--- src/rtl/bullet_controller_if.sv ---
// Signal bundle between the player bullet controller and the game logic around it:
// ship position, fire button and collision result in; bullet box and score out.
interface bullet_controller_if;
  logic               fsync;
  logic               fire;
  logic signed [11:0] ship_cx;
  logic signed [11:0] ship_top;
  logic               alien_hit;
  logic               bullet_active;
  logic signed [11:0] bullet_left;
  logic signed [11:0] bullet_right;
  logic signed [11:0] bullet_top;
  logic signed [11:0] bullet_bottom;
  logic [7:0]         hit_count;

  modport master (
    output fsync, fire, ship_cx, ship_top, alien_hit,
    input  bullet_active, bullet_left, bullet_right, bullet_top, bullet_bottom, hit_count
  );

  modport slave (
    input  fsync, fire, ship_cx, ship_top, alien_hit,
    output bullet_active, bullet_left, bullet_right, bullet_top, bullet_bottom, hit_count
  );
endinterface

--- src/rtl/bullet_controller.sv ---
// Player bullet: launches on a fire press, climbs SPEED rows per frame, retires on an
// alien hit or at the top of the screen, then waits COOLDOWN_FRAMES frames before re-arming.
module bullet_controller #(
  parameter int BULLET_W        = 4,
  parameter int BULLET_H        = 12,
  parameter int SPEED           = 8,
  parameter int SCREEN_TOP      = 0,
  parameter int COOLDOWN_FRAMES = 15
) (
  input logic               pixel_clk,
  input logic               rst,
  bullet_controller_if.slave bus
);

  localparam int CD_W = $clog2(COOLDOWN_FRAMES + 1);

  localparam logic signed [11:0] HALF_W   = 12'(BULLET_W / 2);
  localparam logic signed [11:0] W_M1     = 12'(BULLET_W - 1);
  localparam logic signed [11:0] H_S      = 12'(BULLET_H);
  localparam logic signed [11:0] SPEED_S  = 12'(SPEED);
  localparam logic signed [11:0] EXIT_ROW = 12'(SCREEN_TOP + SPEED);
  localparam logic [CD_W-1:0]    CD_INIT  = CD_W'(COOLDOWN_FRAMES);
  localparam logic [CD_W-1:0]    CD_ONE   = CD_W'(1);

  typedef enum logic [1:0] {
    IDLE,
    FLYING,
    COOLDOWN
  } state_e;

  state_e             state_q, state_d;
  logic               fire_q;
  logic               pending_q, pending_d;
  logic [CD_W-1:0]    cd_q, cd_d;
  logic               active_q, active_d;
  logic signed [11:0] left_q, left_d;
  logic signed [11:0] right_q, right_d;
  logic signed [11:0] top_q, top_d;
  logic signed [11:0] bottom_q, bottom_d;
  logic [7:0]         hit_q, hit_d;
  logic               fire_rise;
  logic signed [11:0] launch_left;

  assign fire_rise   = bus.fire & ~fire_q;
  assign launch_left = bus.ship_cx - HALF_W;

  // NOTE: every _d gets its hold value first, so no path through this block can infer a latch.
  always_comb begin
    state_d   = state_q;
    pending_d = pending_q;
    cd_d      = cd_q;
    active_d  = active_q;
    left_d    = left_q;
    right_d   = right_q;
    top_d     = top_q;
    bottom_d  = bottom_q;
    hit_d     = hit_q;

    // Presses outside IDLE are dropped so a held button cannot auto-fire.
    if (state_q == IDLE && fire_rise) pending_d = 1'b1;

    if (bus.fsync) begin
      case (state_q)
        IDLE: begin
          if (pending_q || fire_rise) begin
            left_d    = launch_left;
            right_d   = launch_left + W_M1;
            top_d     = bus.ship_top - H_S;
            bottom_d  = bus.ship_top - 12'sd1;
            active_d  = 1'b1;
            pending_d = 1'b0;
            state_d   = FLYING;
          end
        end
        FLYING: begin
          // The hit refers to the box shown during the frame that just ended, so it beats the move.
          if (bus.alien_hit) begin
            active_d = 1'b0;
            if (hit_q != 8'hFF) hit_d = hit_q + 8'd1;
            cd_d     = CD_INIT;
            state_d  = COOLDOWN;
          end else if (top_q < EXIT_ROW) begin
            active_d = 1'b0;
            cd_d     = CD_INIT;
            state_d  = COOLDOWN;
          end else begin
            top_d    = top_q - SPEED_S;
            bottom_d = bottom_q - SPEED_S;
          end
        end
        COOLDOWN: begin
          if (cd_q <= CD_ONE) state_d = IDLE;
          else                cd_d    = cd_q - CD_ONE;
        end
        default: state_d = IDLE;
      endcase
    end
  end

  // NOTE: state registers use non-blocking assignments so all of them update from the same pre-edge values.
  always_ff @(posedge pixel_clk or negedge rst) begin
    if (!rst) begin
      state_q   <= IDLE;
      fire_q    <= 1'b0;
      pending_q <= 1'b0;
      cd_q      <= '0;
      active_q  <= 1'b0;
      left_q    <= '0;
      right_q   <= '0;
      top_q     <= '0;
      bottom_q  <= '0;
      hit_q     <= '0;
    end else begin
      state_q   <= state_d;
      fire_q    <= bus.fire;
      pending_q <= pending_d;
      cd_q      <= cd_d;
      active_q  <= active_d;
      left_q    <= left_d;
      right_q   <= right_d;
      top_q     <= top_d;
      bottom_q  <= bottom_d;
      hit_q     <= hit_d;
    end
  end

  assign bus.bullet_active = active_q;
  assign bus.bullet_left   = left_q;
  assign bus.bullet_right  = right_q;
  assign bus.bullet_top    = top_q;
  assign bus.bullet_bottom = bottom_q;
  assign bus.hit_count     = hit_q;

endmodule

--- src/flat_wrapper.sv ---
// flat-port wrapper written by rule: the top's interface ports become plain ports
module bullet_controller_flat 
#(
  parameter int BULLET_W        = 4,
  parameter int BULLET_H        = 12,
  parameter int SPEED           = 8,
  parameter int SCREEN_TOP      = 0,
  parameter int COOLDOWN_FRAMES = 15
)
  (pixel_clk, rst, bus_fsync, bus_fire, bus_ship_cx, bus_ship_top, bus_alien_hit, bus_bullet_active, bus_bullet_left, bus_bullet_right, bus_bullet_top, bus_bullet_bottom, bus_hit_count);
  bullet_controller_if bus_i ();
  input logic pixel_clk;
  input logic rst;
  input wire logic [$bits(bus_i.fsync)-1:0] bus_fsync;
  input wire logic [$bits(bus_i.fire)-1:0] bus_fire;
  input wire logic [$bits(bus_i.ship_cx)-1:0] bus_ship_cx;
  input wire logic [$bits(bus_i.ship_top)-1:0] bus_ship_top;
  input wire logic [$bits(bus_i.alien_hit)-1:0] bus_alien_hit;
  output wire logic [$bits(bus_i.bullet_active)-1:0] bus_bullet_active;
  output wire logic [$bits(bus_i.bullet_left)-1:0] bus_bullet_left;
  output wire logic [$bits(bus_i.bullet_right)-1:0] bus_bullet_right;
  output wire logic [$bits(bus_i.bullet_top)-1:0] bus_bullet_top;
  output wire logic [$bits(bus_i.bullet_bottom)-1:0] bus_bullet_bottom;
  output wire logic [$bits(bus_i.hit_count)-1:0] bus_hit_count;
  assign bus_i.fsync = bus_fsync;
  assign bus_i.fire = bus_fire;
  assign bus_i.ship_cx = bus_ship_cx;
  assign bus_i.ship_top = bus_ship_top;
  assign bus_i.alien_hit = bus_alien_hit;
  assign bus_bullet_active = bus_i.bullet_active;
  assign bus_bullet_left = bus_i.bullet_left;
  assign bus_bullet_right = bus_i.bullet_right;
  assign bus_bullet_top = bus_i.bullet_top;
  assign bus_bullet_bottom = bus_i.bullet_bottom;
  assign bus_hit_count = bus_i.hit_count;
  bullet_controller #(.BULLET_W(BULLET_W), .BULLET_H(BULLET_H), .SPEED(SPEED), .SCREEN_TOP(SCREEN_TOP), .COOLDOWN_FRAMES(COOLDOWN_FRAMES)) u_core (.pixel_clk(pixel_clk), .rst(rst), .bus(bus_i));
endmodule
--- config.mk ---
export PLATFORM = sky130hd
export DESIGN_NAME = bullet_controller_flat
export DESIGN_NICKNAME = d
export VERILOG_FILES = /design/src/rtl/bullet_controller_if.sv /design/src/rtl/bullet_controller.sv /design/src/flat_wrapper.sv
export SDC_FILE = /design/constraint.sdc
export NUM_CORES = 1
export LEC_CHECK = 0
export CAP_MARGIN = 5
export CORE_UTILIZATION = 51
export CTS_CLUSTER_DIAMETER = 50
export DETAILED_ROUTE_END_ITERATION = 10
export PLACE_DENSITY = 0.84
export SYNTH_ARGS = -nofsm -noshare
export SYNTH_HDL_FRONTEND = slang
export SYNTH_SLANG_ARGS = --single-unit
--- constraint.sdc ---
create_clock -name pixel_clk -period 2.6 [get_ports pixel_clk]
set_clock_uncertainty 0.15 [all_clocks]
set_input_delay 0.52 -clock pixel_clk [delete_from_list [all_inputs] [get_ports pixel_clk]]
set_output_delay 0.52 -clock pixel_clk [all_outputs]
set_load 0.02 [all_outputs]
==> reports/qor.yml <==
ant_nets: 0
die_h_um: 88.9
crit_family: "simple AND/OR/NAND/NOR gates"
synth_area_leaders: "dfrtp_1 (42%), o21ai_0 (5.7%), nand2_1 (5.1%), a21oi_1 (4.7%), xnor2_1 (4.3%)"
drv_slew: 0
vias_per_cell: 5.80
async_flop_share_pct: 100
clk_pin_slew_ps: 70
p_int_mw: 3.00
fin_crit_sh_pct: 97.7
fp-row-count: 31
dpl.hpwl_um: 8010
grt-ovfl-total: 0
gp_congestion: 0.935
drc_errors: 0
cp_slowest_cell: "or4b_1"
syn_area_um2: 3850
cp_slowest_stage_delay_ps: 530
p_leak_nw: 2.39
seqPwrFrac_pct: 36.4
reg2reg_from: "u_core.bus.bullet_top[6]$_DFFE_PN0P_"
r2r_cells: 8
worstPathCellList: "clkdlybuf4s50_1 > buf_4 > or4b_1 > or4_1 > and3_1 > a221o_1"
htreeDepth: 3
cts_root_buf: "clkbuf_8"
endpoint_kind: "register"
grt_start_max_net_pins: 52
required_ps: 2680
max_slew_margin_pct: 63.0
syn-num-nets: 477
peakVddDrop_mv: 0.626
clock_path_buffers: 2
crit_arrival_ps: 2620
cts_buffers: 9
drt-initial-drc-count: 262
synthFlopType: "dfrtp_1"
cp-start-kind: "primary input"
worst-setup-path-type: "in -> reg"
critPathBufInv: 2
total_power_mw: 5.00
tightest_slew_ps: 542
wl_um: 11000
status: "finished clean"
timing.setup.tns_ps: 0
coreArea_um2: 7290
start_util_pct: 52.8
power_density_nw_per_um2: 912
area_growth_pct: 42.5
ys.warnings.count: 0
drive_above_1_share_pct: 17.2
timing.rr.end: "u_core.bus.bullet_bottom[9]$_DFFE_PN0P_"
wire_per_inst_um: 16.2
setup_violations: 0
r2r_slack_ps: 530
num_vias: 3947
p_switching_mw: 2.00
grt.total_usage_pct: 30.1
layout_commonest_cell: "clkdlybuf4s50_1"
die_w_um: 88.9
finalCriticalPeriod_ps: 2540
nNetsFinal: 618
hold_buffers: 0
clock_latency_ps: 340
drtPass1Iterations: 6
synth.largest_area_cell: "dfrtp_1"
grt_antenna_before_repair: 0
grt_pass1_wl_um: 18100
rsz0062_at_grt: "no"
crit_path_max_fanout: 4
synth-seq-area-share_pct: 42.2
clock_sinks: 65
comb_power_share_pct: 45.7
syn_avg_cell_area_um2: 8.83
cts_setup_buffers: 0
final_cell_mix: "clkdlybuf4s50_1 (79), buf_4 (67), dfrtp_1 (65)"
cts_tree: "done"
final-instance-count-excl-fill: 681
synth_edf_count: 0
fmax_mhz: 394
swShare_pct: 40.0
placedCellCount: 665
portBuffers: 85
maxCapViolations: 0
synth_top_area_share_pct: 42.2
die_area_um2: 7900
synth.distinct_cells: 52
synthesis.instances: 436
clockPowerShare_pct: 17.9
synth_seq_cells: 65
insertedDiodeCount: 0
pin_count: 86
hold_class: "in -> async"
finalHoldViolCount: 0
grt_pass1_vias: 3901
[power groups by stage]
stage	clock (mW)	combinational, mW	sequential (mW)
3_3_place_gp	0	2.17	1.81
5_1_grt	0.966	2.48	1.88
6_report	0.896	2.28	1.82
3_5_place_dp	0	2.27	1.82
4_1_cts	0.907	2.29	1.81
2_1_floorplan	0	0.702	2.21
[kinds of logic after synthesis]
group | share of synthesized area (%)
AO/OA/AOI/OAI | 21.1
XOR/XNOR | 7.96
adder cells (fa/ha/maj) | 3.90
buffers and inverters | 4.03
flip-flops | 42.2
multiplexers | 0.877
AND/OR/NAND/NOR | 19.9
[through the flow]
stage	hold slack [ps]	cell area (um^2)	setup WS (ps)	utilization, %
6_report	39.9	5490	60.8	75.2
5_1_grt	60.9	5490	24.0	75.2
4_1_cts	52.2	5470	12.9	75.0
3_5_place_dp	320	5260	-541	72.2
3_3_place_gp	308	5260	-477	72.2
2_1_floorplan	74.4	3850	47.0	-
[metal layers]
layer | up-vias | wire (um) | global-route usage (%)
met5 | - | 0 | 0
met4 | 0 | 323 | 13.5
met3 | 38 | 739 | 8.59
met2 | 168 | 5670 | 51.7
met1 | 1877 | 4300 | 35.1
li1 | 1864 | - | -
[synth_stat cells, types with 3 or more instances]
master     count
dfrtp_1       65
o31ai_1        8
xnor2_1       19
o21ai_0       44
nor2_1        20
and3_1         5
nand2_1       52
clkbuf_1      22
ha_1          12
nor4_1         8
or2_2          3
inv_1         18
nand2b_1       6
o21a_1         4
mux2_2         3
nand4_1       11
a21oi_1       36
o211ai_1       4
nand3_1        9
xor2_1        16
or3_1          6
a21o_1         3
nor2b_1        4
o311ai_0       4
a22o_1         5
or4_1          5
a2bb2oi_1      3
nor3_1        11
[how the worst max path moves through the flow]
| stage | startpoint | endpoint | slack, ps | cells past startpoint |
|---|---|---|---|---|
| 3_5_place_dp | bus_ship_cx[1] | u_core.bus.bullet_right[11]$_DFFE_PN0P_ | -540 | 6 |
| 3_3_place_gp | bus_ship_cx[1] | u_core.bus.bullet_right[11]$_DFFE_PN0P_ | -480 | 6 |
| 4_1_cts | bus_ship_cx[3] | u_core.bus.bullet_right[11]$_DFFE_PN0P_ | 10 | 6 |
| 5_1_grt | bus_ship_cx[1] | u_core.bus.bullet_right[11]$_DFFE_PN0P_ | 20 | 9 |
| 6_report | bus_ship_cx[7] | u_core.bus.bullet_right[11]$_DFFE_PN0P_ | 60 | 6 |
| 2_1_floorplan | bus_ship_cx[3] | u_core.bus.bullet_right[11]$_DFFE_PN0P_ | 50 | 6 |
[cell type report]
type                            count  area [um^2]
Clock buffer                       11          141
Inverter                           18         67.6
Sequential cell                    65         1630
Fill cell                         533         1810
Timing Repair Buffer              153         1370
Tap cell                           99          124
Clock inverter                      5         63.8
Multi-Input combinational cell    330         2090
[timing repair]
item	CTS	global route
pin swaps	1	1
resized for setup	3	6
endpoints found under the setup margin	3	2
[worst register-to-register path, delay by kind of cell (launching register included)]
family	cells	cell delay [ps]
compound gates	4	500
buf+inv	3	560
simple gates	1	280
flops	1	460
[registers in the layout (all words and copies together), names as in the netlist]
signal	count
u_core.state_q	2
u_core.bus.bullet_left	12
u_core.bus.bullet_bottom	12
u_core.cd_q	4
u_core.fire_q	1
u_core.bus.bullet_right	12
u_core.pending_q	1
u_core.bus.bullet_top	12
u_core.bus.hit_count	8
u_core.bus.bullet_active	1
No activity file was read; power rests on OpenSTA's default activity.
